===== src/rtl/hazard_pkg.sv =====
// Shared types for the hazard/forwarding controller:
// forward select codes, FSM states and the shadow pipeline entry.
package hazard_pkg;

    localparam logic [1:0] FWD_NONE = 2'b00;
    localparam logic [1:0] FWD_WB   = 2'b01;
    localparam logic [1:0] FWD_MEM  = 2'b10;

    // Shadow entries store addresses at this width; REG_W must not exceed it
    localparam int HZ_AW = 8;

    typedef enum logic [1:0] {
        ST_RUN,
        ST_LU,
        ST_FREEZE
    } state_e;

    typedef struct packed {
        logic             valid;
        logic [HZ_AW-1:0] rd;
        logic             reg_write;
        logic             mem_to_reg;
        logic             mem_write;
        logic [HZ_AW-1:0] rt;
    } entry_t;

    function automatic logic hz_match(
        input entry_t           e,
        input logic [HZ_AW-1:0] src,
        input logic             used,
        input logic             zero_reg
    );
        return e.valid && e.reg_write && (e.rd == src) && used
            && (!zero_reg || (src != '0));
    endfunction

endpackage


===== src/rtl/hazard_stage_reg.sv =====
// One shadow pipeline entry; holds while the pipeline is frozen and
// loads with valid cleared when a bubble is inserted.
module hazard_stage_reg
    import hazard_pkg::*;
(
    input  logic   clk,
    input  logic   rst,
    input  logic   hold_i,
    input  logic   clear_i,
    input  entry_t d_i,
    output entry_t q_o
);

    entry_t q_q;

    always_ff @(posedge clk) begin
        if (rst) begin
            q_q <= '0;
        end else if (!hold_i) begin
            q_q       <= d_i;
            q_q.valid <= d_i.valid & ~clear_i;
        end
    end

    assign q_o = q_q;

endmodule


===== src/rtl/hazard_fwd_ctrl.sv =====
// Hazard and forwarding controller with a shadow pipeline of in-flight
// destinations; forwarding selects are computed in ID and registered.
module hazard_fwd_ctrl
    import hazard_pkg::*;
#(
    parameter int REG_W    = 4,
    parameter int ZERO_REG = 1,
    parameter int CNT_W    = 16
) (
    input  logic             clk,
    input  logic             rst,
    input  logic             id_valid,
    input  logic [REG_W-1:0] id_rs,
    input  logic [REG_W-1:0] id_rt,
    input  logic [REG_W-1:0] id_rd,
    input  logic             id_rs_used,
    input  logic             id_rt_used,
    input  logic             id_reg_write,
    input  logic             id_mem_to_reg,
    input  logic             id_mem_write,
    input  logic             flush,
    input  logic             mem_busy,
    output logic             pc_stall,
    output logic             ifid_stall,
    output logic             idex_bubble,
    output logic [1:0]       fwd_a,
    output logic [1:0]       fwd_b,
    output logic             fwd_c,
    output logic [CNT_W-1:0] stall_cnt
);

    localparam logic ZR = (ZERO_REG != 0);

    entry_t           sh [3];
    entry_t           id_e;
    logic [HZ_AW-1:0] rs_x, rt_x;
    logic             m_rs_ex, m_rt_ex, m_rs_mem, m_rt_mem;
    logic             lu;
    state_e           state_q, state_d;
    logic [1:0]       fwd_a_q, fwd_a_d, fwd_b_q, fwd_b_d;
    logic             fwd_c_q, fwd_c_d;
    logic [CNT_W-1:0] cnt_q;

    assign rs_x = HZ_AW'(id_rs);
    assign rt_x = HZ_AW'(id_rt);

    assign id_e = '{
        valid:      id_valid,
        rd:         HZ_AW'(id_rd),
        reg_write:  id_reg_write,
        mem_to_reg: id_mem_to_reg,
        mem_write:  id_mem_write,
        rt:         rt_x
    };

    hazard_stage_reg u_ex (
        .clk(clk), .rst(rst), .hold_i(mem_busy), .clear_i(idex_bubble),
        .d_i(id_e), .q_o(sh[0])
    );

    hazard_stage_reg u_mem (
        .clk(clk), .rst(rst), .hold_i(mem_busy), .clear_i(1'b0),
        .d_i(sh[0]), .q_o(sh[1])
    );

    hazard_stage_reg u_wb (
        .clk(clk), .rst(rst), .hold_i(mem_busy), .clear_i(1'b0),
        .d_i(sh[1]), .q_o(sh[2])
    );

    assign m_rs_ex  = hz_match(sh[0], rs_x, id_rs_used, ZR);
    assign m_rt_ex  = hz_match(sh[0], rt_x, id_rt_used, ZR);
    assign m_rs_mem = hz_match(sh[1], rs_x, id_rs_used, ZR);
    assign m_rt_mem = hz_match(sh[1], rt_x, id_rt_used, ZR);

    // A store whose only dependency is its data operand is covered by fwd_c
    assign lu = sh[0].mem_to_reg & (m_rs_ex | (m_rt_ex & ~id_mem_write));

    always_ff @(posedge clk) begin
        if (rst) state_q <= ST_RUN;
        else     state_q <= state_d;
    end

    always_comb begin
        state_d = ST_RUN;
        if (mem_busy) begin
            state_d = ST_FREEZE;
        end else begin
            unique case (state_q)
                ST_RUN:    state_d = (lu && !flush) ? ST_LU : ST_RUN;
                ST_LU:     state_d = ST_RUN;
                ST_FREEZE: state_d = ST_RUN;
                default:   state_d = ST_RUN;
            endcase
        end
    end

    always_comb begin
        pc_stall    = 1'b0;
        ifid_stall  = 1'b0;
        idex_bubble = 1'b0;
        if (mem_busy) begin
            pc_stall   = 1'b1;
            ifid_stall = 1'b1;
        end else if (flush) begin
            idex_bubble = 1'b1;
        end else if (lu) begin
            pc_stall    = 1'b1;
            ifid_stall  = 1'b1;
            idex_bubble = 1'b1;
        end
    end

    always_comb begin
        fwd_a_d = FWD_NONE;
        fwd_b_d = FWD_NONE;
        if (!idex_bubble) begin
            if (m_rs_ex)       fwd_a_d = FWD_MEM;
            else if (m_rs_mem) fwd_a_d = FWD_WB;
            if (m_rt_ex)       fwd_b_d = FWD_MEM;
            else if (m_rt_mem) fwd_b_d = FWD_WB;
        end
        fwd_c_d = sh[0].mem_write & sh[1].valid & sh[1].reg_write
                & sh[1].mem_to_reg & (sh[1].rd == sh[0].rt)
                & (!ZR || (sh[1].rd != '0));
    end

    always_ff @(posedge clk) begin
        if (rst) begin
            fwd_a_q <= FWD_NONE;
            fwd_b_q <= FWD_NONE;
            fwd_c_q <= 1'b0;
        end else if (!mem_busy) begin
            fwd_a_q <= fwd_a_d;
            fwd_b_q <= fwd_b_d;
            fwd_c_q <= fwd_c_d;
        end
    end

    always_ff @(posedge clk) begin
        if (rst) begin
            cnt_q <= '0;
        end else if (pc_stall && (cnt_q != {CNT_W{1'b1}})) begin
            cnt_q <= cnt_q + 1'b1;
        end
    end

    assign fwd_a     = fwd_a_q;
    assign fwd_b     = fwd_b_q;
    assign fwd_c     = fwd_c_q;
    assign stall_cnt = cnt_q;

endmodule


===== config.mk =====
export PLATFORM = sky130hd
export DESIGN_NAME = hazard_fwd_ctrl
export DESIGN_NICKNAME = d
export VERILOG_FILES = /design/src/rtl/hazard_pkg.sv /design/src/rtl/hazard_stage_reg.sv /design/src/rtl/hazard_fwd_ctrl.sv
export SDC_FILE = /design/constraint.sdc
export NUM_CORES = 1
export LEC_CHECK = 0
export ABC_AREA = 0
export BUFFER_PORTS_ARGS = -buffer_cell sky130_fd_sc_hd__buf_2
export CAP_MARGIN = 0
export CORE_MARGIN = 5
export CORE_UTILIZATION = 30
export CTS_CLUSTER_SIZE = 28
export DETAILED_ROUTE_END_ITERATION = 10
export PLACE_DENSITY = 0.47
export SLEW_MARGIN = 40
export SYNTH_ARGS = -nofsm -noshare
export SYNTH_HDL_FRONTEND = slang
export SYNTH_SLANG_ARGS = --single-unit

===== constraint.sdc =====
create_clock -name clk -period 2.15 [get_ports clk]
set_input_delay 0.1075 -clock clk [delete_from_list [all_inputs] [get_ports clk]]
set_output_delay 0.1075 -clock clk [all_outputs]
set_load 0.02 [all_outputs]

**After elaboration in Yosys (flattened, before gate mapping)**

Cells that the tools add are included.

- Mux-type cells: 11
- Reduce and logical (&&, ||, !) cells: 18
- Add/subtract/negate cells: 1
- Bitwise logic cells: 11
- Eq/ne operators: 6

Operators by type and width:

| cell | number |
|---|---|
| $reduce_bool 8->1 | 3 |
| $eq 4x4->1 | 5 |
| $add 16x1->16 const B | 1 |
| $ne 16x16->1 const B | 1 |
| $logic_and 1x1->1 | 15 |
| $and 1x1->1 | 8 |
| $mux 2 | 4 |
| $mux 1 | 7 |
| $not 1->1 | 2 |
| $or 1x1->1 | 1 |

- Input port bits: 22
- Flip-flop bits (word level): 40
- Output and inout bits: 24
- Word-level logic and storage cells: 61

**Depth between registers and ports, before layout**

Gate-level depths: netlist (run 1).

- Depth after elaboration: 12
- Depth in mapped cells: 8
- Mapped depth without buffers: 7

**Modules after synthesis**

From an unflattened synthesis (run 1), not the netlist that was laid out.

- Cells, all modules: 316
- Area, all modules: 2921.6 µm²

By module, submodules not included:

| module | times used | cells each | area an instance (µm²) | sequential area each (µm²) |
|---|---|---|---|---|
| hazard_fwd_ctrl | 1 | 186 | 1517.7 | 420.4 |
| hazard_stage_reg | 2 | 65 | 701.9 | 400.4 |

**Worst setup path after synthesis (run 1)**

Ideal clock, no wire load.

- Path type: register -> register
- Start point: register cnt_q[6] (netlist: stall_cnt[6])
- End point: register cnt_q[14] (netlist: stall_cnt[14])
- Required time: 2.029 ns
- Cell stages (with the launch flop): 7
- Setup time: 0.121 ns
- Path slack: 0.179 ns
- Clock period less this slack: 1.971 ns
- Data arrival time: 1.850 ns
- Path buffers: 0
- Cell sequence: dfxtp_1 > and4_1 > and2_1 > nand3_1 > or3_1 > o22ai_1 > mux2_2

- Cells in the longest elaborated chain, start to end: 2
- Elaborated cells between the ends (all ways): 3
- Those cells by class: 1 x add/sub; 1 x eq/ne; 1 x reduce/logical

Ends and longest elaborated chain:

| item | RTL line | text |
|---|---|---|
| start, declared | hazard_fwd_ctrl.sv:42 | `logic [CNT_W-1:0] cnt_q;` |
| start signal, assigned | hazard_fwd_ctrl.sv:144 | `cnt_q <= cnt_q + 1'b1;` |
| branches (longest 2 deep; another with $add 16x1->16) | -- |  |

Several ways; the timed one is not identified.
A chain may end at the register's enable or synchronous reset.

**Final worst setup path (run 1)**

- Start point: register u_ex.q_q (netlist bit u_ex.q_o[11])
- End point: register cnt_q[13] (netlist: stall_cnt[13])

- Cells in the longest elaborated chain, start to end: 11
- Elaborated cells between the ends (all ways): 15
- Those cells by class: 2 x eq/ne; 3 x mux; 3 x bitwise; 7 x reduce/logical

Ends and longest elaborated chain:

| item | RTL line | text |
|---|---|---|
| start, declared | hazard_stage_reg.sv:14 | `entry_t q_q;` |
| start signal, assigned | hazard_stage_reg.sv:20 | `q_q <= d_i;` |
| $eq 4x4->1 | hazard_pkg.sv:33 | `return e.valid && e.reg_write && (e.rd == src) && used` |
| $logic_and 1x1->1 (2 in series) | hazard_pkg.sv:33 |  |
| $logic_and 1x1->1 | hazard_pkg.sv:34 | `&& (!zero_reg \|\| (src != '0));` |
| $and 1x1->1 | hazard_fwd_ctrl.sv:77 | `assign lu = sh[0].mem_to_reg & (m_rs_ex \| (m_rt_ex & ~id_mem_write));` |
| $or 1x1->1 * | hazard_fwd_ctrl.sv:77 |  |
| $and 1x1->1 * | hazard_fwd_ctrl.sv:77 |  |
| $mux 1 * | hazard_fwd_ctrl.sv:107 | `end else if (lu) begin` |
| $mux 1 * | hazard_fwd_ctrl.sv:105 | `end else if (flush) begin` |
| $mux 1 * | hazard_fwd_ctrl.sv:102 | `if (mem_busy) begin` |
| $logic_and 1x1->1 * | hazard_fwd_ctrl.sv:143 | `end else if (pc_stall && (cnt_q != {CNT_W{1'b1}})) begin` |

Mark *: on every way between the ends. The rest lies on a longest branch, timed or not.

==> results.py, run 1 <==
metrics = {
    "run_status": {
        "status": "complete, no violations",
    },
    "hold_path": {
        "hp-class": "primary input to flip-flop",
        "min_delay_path_depth": 3,
    },
    "cts": {
        "clock_sinks": 40,
        "path_clk_slew_ps": 80,
        "clock_path_buffers": 2,
        "cts_tree": "done",
        "htreeDepth": 2,
        "cts_made_buffers": 5,
        "root_buffer": "clkbuf_8",
        "clk_latency_ps": 290,
    },
    "power_and_ir_drop": {
        "ir_drop_mv": 0.254,
        "powerDensity_nw_per_um2": 554,
        "total_power_uw": 1450,
        "p_leak_uw": 0.00112,
    },
    "synthesis": {
        "synth_top_cell_area_share": 0.383,
        "syn_inst": 239,
        "synthesis.nets": 262,
        "synth_edf_count": 0,
        "yosysTopAreaCell": "dfxtp_1",
        "syn_area_per_cell_um2": 8.76,
        "synth_ff_type": "dfxtp_1",
        "synth-seq-area-share": 0.383,
        "yosys-top-cells-area": "dfxtp_1, mux2i_1, nor2_1, xor2_1, mux2_2",
        "synth-async-reset-ratio": 0,
        "yosysWarnings": 0,
        "ys_ff_latch": 40,
        "syn_area_um2": 2090,
        "synth.distinct_cells": 41,
    },
    "floorplanning": {
        "die_h_um": 93.5,
        "ioPinCount": 46,
        "dieArea_um2": 8750,
        "num_rows": 30,
        "start_util": 0.308,
        "die_x_um": 93.5,
        "coreArea_um2": 6790,
    },
    "place": {
        "hpwl_um": 4110,
        "io_buffers": 45,
        "place_ws_ps": 142,
        "place_area_um2": 2490,
        "gp_congestion": 0.749,
    },
    "finish": {
        "multi_input_area_um2": 1250,
        "nets": 317,
        "seq_area_um2": 805,
        "final_core_util": 0.384,
        "n_antenna_cell": 0,
        "syn_to_final_growth_pct": 24.6,
        "drive_gt1_frac": 0.296,
        "num-fill-cells": 701,
        "final_cell_area_um2": 2610,
    },
    "sta": {
        "finalHoldViolations": 0,
        "period_share": 0.923,
        "setup_ws_ps": 165,
        "skew_ps": 8.28,
        "rsz0062_at_grt": "yes",
        "slew_headroom": 0.573,
        "setup_violations": 0,
        "slew_violations": 0,
        "holdWs_ps": 39.7,
        "fmax_mhz": 504,
        "finalCriticalPeriod_ps": 1990,
        "tightest_slew_ps": 641,
    },
    "drt": {
        "vias": 1903,
        "drtAntennaViolNets": 0,
        "drt_iter0_drc": 75,
        "post-route-drc-count": 0,
        "drt-pass1-iter-count": 4,
        "wl_um": 5400,
        "post_drt_via_cell_ratio": 4.88,
        "wl_per_cell_um": 13.9,
    },
    "grt": {
        "antenna_found_initial": 0,
        "grt_use_total": 0.129,
        "grt_overflow": 0,
        "grt_max_degree": 33,
        "grt_pass1_wl_um": 9000,
        "grt_pass1_vias": 1790,
    },
    "worst_setup_path": {
        "criticalPathCategory": "flip-flop to flip-flop",
        "cp.arrival_ps": 2210,
        "worstPathMaxFanout": 6,
        "startpoint_type": "flip-flop",
        "crit_path_end_kind": "flip-flop",
        "crit_required_ps": 2380,
        "rr_worst_depth": 8,
    },
    "job": {
        "cap_viol_max_count": 0,
    },
}
-- power breakdown --
part	total [µW]	leakage (µW)	switching [µW]	internal, µW
Sequential	782	0.000326	20.3	761
Combinational	187	0.000751	107	79.9
Clock	476	0.0000410	256	221
Total	1450	0.00112	383	1060
-- repair_timing --
item	in CTS	in global routing
pin swaps	1	2
setup endpoints to repair	1	10
cloned	0	0
hold buffers	0	0
buffers inserted	1	1
resized for setup	3	8
-- registers in the layout, summed over array words and instances (netlist names) --
register / count
u_ex.q_o: 12
fwd_c: 1
fwd_a: 2
stall_cnt: 16
u_mem.q_o: 7
fwd_b: 2
-- synthesized netlist by cell type (all sizes together) (5+ instances only) --
master / n
xor2: 13
nand2: 5
xnor2: 7
mux2i: 19
nand4: 8
dfxtp: 40
nor2b: 8
nand3: 11
o21ai: 9
nor2: 36
nor3: 6
clkbuf: 6
a21oi: 13
mux2: 6
buf: 7
or3: 6
-- layer usage --
| layer | share of wire | global-route usage |
|---|---|---|
| met4 | 0.011 | 0.0325 |
| met3 | 0.053 | 0.0362 |
| met2 | 0.46 | 0.204 |
| met5 | 0 | 0 |
| met1 | 0.47 | 0.173 |
-- cell families after synthesis --
family	after synthesis	share of synthesized area
compound gates	37	0.113
fa+ha+maj	1	0.00598
mux	25	0.123
simple gates	99	0.258
xor+xnor	20	0.0837
flops	40	0.383
buf+inv	17	0.0341
-- layout make-up --
| class | instances | share of cell area |
|---|---|---|
| repair buffers | 61 | 0.132 |
| clock inverters | 1 | 0.00192 |
| multi-input cells | 182 | 0.478 |
| clock buffers | 6 | 0.0278 |
| flip-flops and latches | 40 | 0.308 |
| inverters | 4 | 0.00576 |
| well taps | 96 | 0.0460 |
-- critical path, cell delays in order, from the launching register on --
cell	delay, ps
dfxtp_2	350
xnor2_2	160
nand4_1	140
buf_4	170
nor4_4	160
nor3_2	110
buf_4	180
or4_1	490
a21oi_1	150
-- worst paths after layout --
path / startpoint / endpoint / slack (ps)
setup / recovery: u_ex.q_o[11] / stall_cnt[13] / 160
setup reg to reg: u_ex.q_o[11] / stall_cnt[13] / 160
hold reg to reg: fwd_b[1] / fwd_b[1] / 480
hold / removal: id_rd[3] / u_ex.q_o[14] / 40
-- stage by stage --
step | instances | TNS, ps
floorplan | 239 | 0
global placement | 381 | 0
detailed placement | 381 | 0
CTS | 389 | 0
global route | 390 | -35.1
finish | 390 | 0
-- cells in the final DEF, fill, tap and decap left out, types with 5 or more instances in the layout --
| master | netlist | routed |
|---|---|---|
| buf_2 | 3 | 45 |
| dfxtp_1 | 40 | 37 |
| nor2_1 | 36 | 36 |
| mux2i_1 | 19 | 19 |
| buf_4 | 1 | 16 |
| xor2_1 | 13 | 13 |
| a21oi_1 | 13 | 13 |
| nand3_1 | 11 | 10 |
| nand4_1 | 8 | 8 |
| nor2b_1 | 8 | 8 |
| o21ai_0 | 9 | 7 |
| xnor2_1 | 7 | 6 |
| or3_1 | 6 | 6 |
| mux2_2 | 6 | 6 |
| nand2_1 | 5 | 5 |
| clkbuf_8 | 0 | 5 |
Power figures use the tool's default switching activity.
==> inputs of run 2 (changes only) <==
Settings changed: REMOVE_ABC_BUFFERS from default to 1.
==> results.py, run 2 (same netlist as run 1, synthesis figures left out) <==
metrics = {
    "floorplanning": {
        "dieArea_um2": 8750,
        "die_x_um": 93.5,
        "start_util": 0.308,
        "die_h_um": 93.5,
        "coreArea_um2": 6790,
        "num_rows": 30,
        "ioPinCount": 46,
    },
    "sta": {
        "finalCriticalPeriod_ps": 2030,
        "fmax_mhz": 493,
        "period_share": 0.943,
        "setup_violations": 0,
        "rsz0062_at_grt": "yes",
        "slew_violations": 0,
        "finalHoldViolations": 0,
        "holdWs_ps": 53.9,
        "slew_headroom": 0.462,
        "tightest_slew_ps": 806,
        "skew_ps": 5.64,
    },
    "grt": {
        "antenna_found_initial": 0,
        "grt_use_total": 0.130,
        "grt_overflow": 0,
        "grt_pass1_wl_um": 9160,
        "grt_max_degree": 43,
        "grt_pass1_vias": 1898,
    },
    "drt": {
        "drtAntennaViolNets": 0,
        "drt_iter0_drc": 77,
        "vias": 1894,
        "post-route-drc-count": 0,
        "wl_per_cell_um": 13.6,
        "post_drt_via_cell_ratio": 4.91,
        "drt-pass1-iter-count": 4,
        "wl_um": 5260,
    },
    "place": {
        "gp_congestion": 0.706,
        "io_buffers": 45,
        "dp_cells": 378,
        "hpwl_um": 3950,
    },
    "finish": {
        "nets": 313,
        "multi_input_area_um2": 1250,
        "final_common_cell": "buf_2",
        "seq_area_um2": 802,
        "n_antenna_cell": 0,
        "syn_to_final_growth_pct": 23.5,
        "final-instance-count-excl-fill": 386,
        "drive_gt1_frac": 0.286,
        "num-fill-cells": 724,
        "largest_register_ffs": 16,
        "final_cell_mix": "buf_2, dfxtp_1, nor2_1",
    },
    "hold_path": {
        "min-delay-start": "id_reg_write",
        "hp-class": "primary input to flip-flop",
    },
    "worst_setup_path": {
        "criticalPathCategory": "flip-flop to flip-flop",
        "crit_path_end_kind": "flip-flop",
        "r2r_slack_ps": 120,
        "cp.arrival_ps": 2210,
        "worstPathMaxFanout": 8,
        "crit_required_ps": 2340,
        "cp-startpoint": "u_ex.q_o[12]",
        "startpoint_type": "flip-flop",
        "rr_startpoint": "u_ex.q_o[12]",
    },
    "cts": {
        "htreeDepth": 2,
        "cts_tree": "done",
        "path_clk_slew_ps": 80,
        "cts_made_buffers": 5,
        "holdBufCountCts": 0,
        "root_buffer": "clkbuf_8",
        "clock_path_buffers": 2,
        "clock_sinks": 40,
        "clk_latency_ps": 290,
    },
    "power_and_ir_drop": {
        "p_leak_uw": 0.00109,
        "ir_drop_mv": 0.234,
        "powerDensity_nw_per_um2": 561,
    },
    "job": {
        "cap_viol_max_count": 0,
    },
    "run_status": {
        "status": "complete, no violations",
    },
}
## run 2: cell type report
cell class,instances,area share
multi-input cells,182,0.484
well taps,96,0.0465
clock buffers,5,0.0266
repair buffers,57,0.122
inverters,4,0.00581
flip-flops and latches,40,0.310
clock inverters,2,0.00484
## run 2: where the power goes
part | total, µW | switching [µW] | internal, µW
logic | 186 | 106 | 79.7
clock network | 484 | 264 | 220
registers | 781 | 20.2 | 761
total | 1450 | 391 | 1060
## run 2: final timing paths
kind                         to  depth (start not counted)
setup / recovery  stall_cnt[15]                          7
hold / removal     u_ex.q_o[10]                          3
setup reg to reg  stall_cnt[15]                          7
hold reg to reg        fwd_a[1]                          2
## run 2: timing repair
item	CTS	global route
buffers inserted	1	0
setup endpoints to repair	1	12
pin swaps	1	1
gates resized for setup	3	6
## run 2: per-layer routing
layer  vias up  global-route usage  wire [µm]
li1        960                   -          -
met1       884               0.173       2520
met2        48               0.209       2420
met3         2              0.0282        284
met4         0              0.0373         35
met5         -                   0          0
## run 2: per-stage QoR
step	utilization	instance area [µm²]	setup TNS (ps)	worst slack, ps	total power [µW]
after floorplan	-	2040	0	179	889
after global placement	0.363	2460	0	127	980
after detailed placement	0.363	2460	0	92.0	982
after CTS	0.376	2560	0	69.2	1470
after global routing	0.380	2580	-87.4	-44.0	1530
final	0.380	2580	0	123	1450
## run 2: worst max-delay path: stages (launching register included)
cell,delay [ps]
dfxtp_1,410
xnor2_1,140
nand3_1,170
nor3b_4,300
nor3_2,60
buf_4,180
nor4_1,290
mux2_2,360
==> inputs of run 3 (changes only) <==
Settings changed: ABC_AREA 0 to 1, RECOVER_POWER from default to 100.
==> results.py, run 3 <==
metrics = {
    "drt": {
        "wl_um": 5630,
        "vias": 2121,
        "wl_per_cell_um": 12.0,
        "drt_iter0_drc": 72,
        "post_drt_via_cell_ratio": 4.53,
        "post-route-drc-count": 0,
        "drt-pass1-iter-count": 4,
        "drtAntennaViolNets": 0,
    },
    "synthesis": {
        "yosys-top-cells-area": "dfxtp_1, nand2_1, nor2_1, a21oi_1, inv_1",
        "syn_inst": 327,
        "synth_ff_type": "dfxtp_1",
        "synth_edf_count": 0,
        "synth-seq-area-share": 0.373,
        "synth-async-reset-ratio": 0,
        "yosysTopAreaCell": "dfxtp_1",
        "ys_ff_latch": 40,
        "synth.most_common_cell": "nand2_1",
        "synth.distinct_cells": 31,
        "synth_top_cell_area_share": 0.373,
        "syn_area_um2": 2140,
        "yosys-top-cells-count": "nand2_1, nor2_1, dfxtp_1, inv_1, a21oi_1",
        "syn_area_per_cell_um2": 6.56,
        "yosysWarnings": 0,
    },
    "worst_setup_path": {
        "rr_startpoint": "stall_cnt[0]",
        "criticalPathCategory": "flip-flop to primary output",
        "crit_path_max_incr_delay_ps": 390,
        "cpMostUsedCell": "nand2_1",
        "rr_worst_depth": 13,
        "cp.arrival_ps": 1810,
        "critical-path-slowest-cell": "dfxtp_1",
        "crit_path_end_kind": "primary output",
        "worstPathMaxFanout": 32,
        "cp-startpoint": "u_ex.q_o[13]",
        "crit_required_ps": 2040,
        "cp_cell_sequence": "inv_1, nand2_1, nand2_1, a21oi_1, nand3_1, nand2_2, nand3_2, nand2_8, clkbuf_2",
        "startpoint_type": "flip-flop",
        "r2r_slack_ps": 300,
    },
    "sta": {
        "slew_violations": 0,
        "period_share": 0.892,
        "fin_setup_tns_ps": 0,
        "setup_violations": 0,
        "holdWs_ps": 56.0,
        "fmax_mhz": 522,
        "finalCriticalPeriod_ps": 1920,
        "finalHoldViolations": 0,
        "tightest_slew_ps": 1340,
        "skew_ps": 5.99,
        "rsz0062_at_grt": "no",
        "slew_headroom": 0.110,
    },
    "place": {
        "place_area_um2": 2440,
        "hpwl_um": 4210,
        "gp_congestion": 0.786,
        "io_buffers": 45,
    },
    "hold_path": {
        "min-delay-start": "id_mem_to_reg",
        "min_delay_path_depth": 3,
        "hp-class": "primary input to flip-flop",
    },
    "finish": {
        "final_common_cell": "nand2_1",
        "num-fill-cells": 793,
        "n_antenna_cell": 0,
        "final_cell_area_um2": 2530,
        "nets": 394,
        "largest_register_ffs": 16,
        "final_cell_mix": "nand2_1, nor2_1, dfxtp_1",
        "drive_gt1_frac": 0.108,
        "syn_to_final_growth_pct": 18.2,
    },
    "grt": {
        "grt_pass1_vias": 2137,
        "antenna_found_initial": 0,
        "grt_overflow": 0,
        "grt_pass1_wl_um": 9730,
        "grt_max_degree": 33,
        "grt_use_total": 0.135,
    },
    "job": {
        "cap_viol_max_count": 0,
    },
    "cts": {
        "path_clk_slew_ps": 80,
        "cts_made_buffers": 5,
        "cts_tree": "done",
        "holdBufCountCts": 0,
        "cts.repair.resized": 0,
        "post-cts-setup-buffer-count": 0,
        "clk_latency_ps": 290,
        "root_buffer": "clkbuf_8",
        "htreeDepth": 2,
        "clock_path_buffers": 2,
        "clock_sinks": 40,
    },
    "floorplanning": {
        "num_rows": 30,
        "die_x_um": 94.6,
        "start_util": 0.312,
        "dieArea_um2": 8940,
        "die_h_um": 94.6,
        "ioPinCount": 46,
        "coreArea_um2": 6870,
    },
    "run_status": {
        "status": "complete, no violations",
    },
    "power_and_ir_drop": {
        "ir_drop_mv": 0.215,
        "p_leak_uw": 0.00112,
        "powerDensity_nw_per_um2": 653,
    },
}
## run 3: changes by cell type after synthesis, moves of 12 or more
cell,delta
inv_1,+32
a21oi_1,+22
o21ai_0,+12
nor2_1,+16
nand2_1,+69
mux2i_1,-19
## run 3: worst max-delay path: cells and delay by family, from the launching register on
family,cells,cell delay (ps)
DFF,1,390
buffers and inverters,2,300
and+or+nand+nor,6,710
AOI/OAI and AO/OA,1,110
## run 3: kinds of logic (layout without fill, tap and decap cells)
family,after synthesis,count (layout),synth area share
compound gates,63,63,0.155
xor+xnor,6,6,0.0245
fa+ha+maj,1,1,0.00583
buf+inv,50,95,0.104
flops,40,40,0.373
simple gates,167,167,0.337
## run 3: path summary, 6_finish.rpt
check                  to
max              pc_stall
min reg2reg         fwd_c
min           u_ex.q_o[9]
max reg2reg  stall_cnt[3]
## run 3: per-stage QoR
step / setup WS, ps / instances / power, µW / util
6_report: 233 / 468 / 1660 / 0.369
4_1_cts: 140 / 468 / 1680 / 0.373
3_5_place_dp: 365 / 460 / 995 / 0.355
2_1_floorplan: 357 / 315 / 916 / -
3_3_place_gp: 357 / 460 / 995 / 0.355
5_1_grt: 48.5 / 468 / 1740 / 0.369
## run 3: final cells by class
cell class,instances,area (µm²),area share
well taps,96,120,0.0474
inverters,38,143,0.0563
clock buffers,7,96.3,0.0380
flip-flops and latches,40,801,0.316
multi-input cells,237,1130,0.446
clock inverters,1,30.0,0.0118
repair buffers,49,215,0.0849
## run 3: per-layer routing
metal	vias up	routed length, µm	track usage
met1	931	2780	0.175
met2	46	2520	0.227
li1	1140	-	-
met3	4	289	0.0319
met5	-	0	0
met4	0	31	0.0288
## run 3: power by group
part           leakage, µW  switching [µW]  internal (µW)
clock network    0.0000645             271            410
logic             0.000727             115           66.1
registers         0.000327            26.3            768
total              0.00112             412           1240
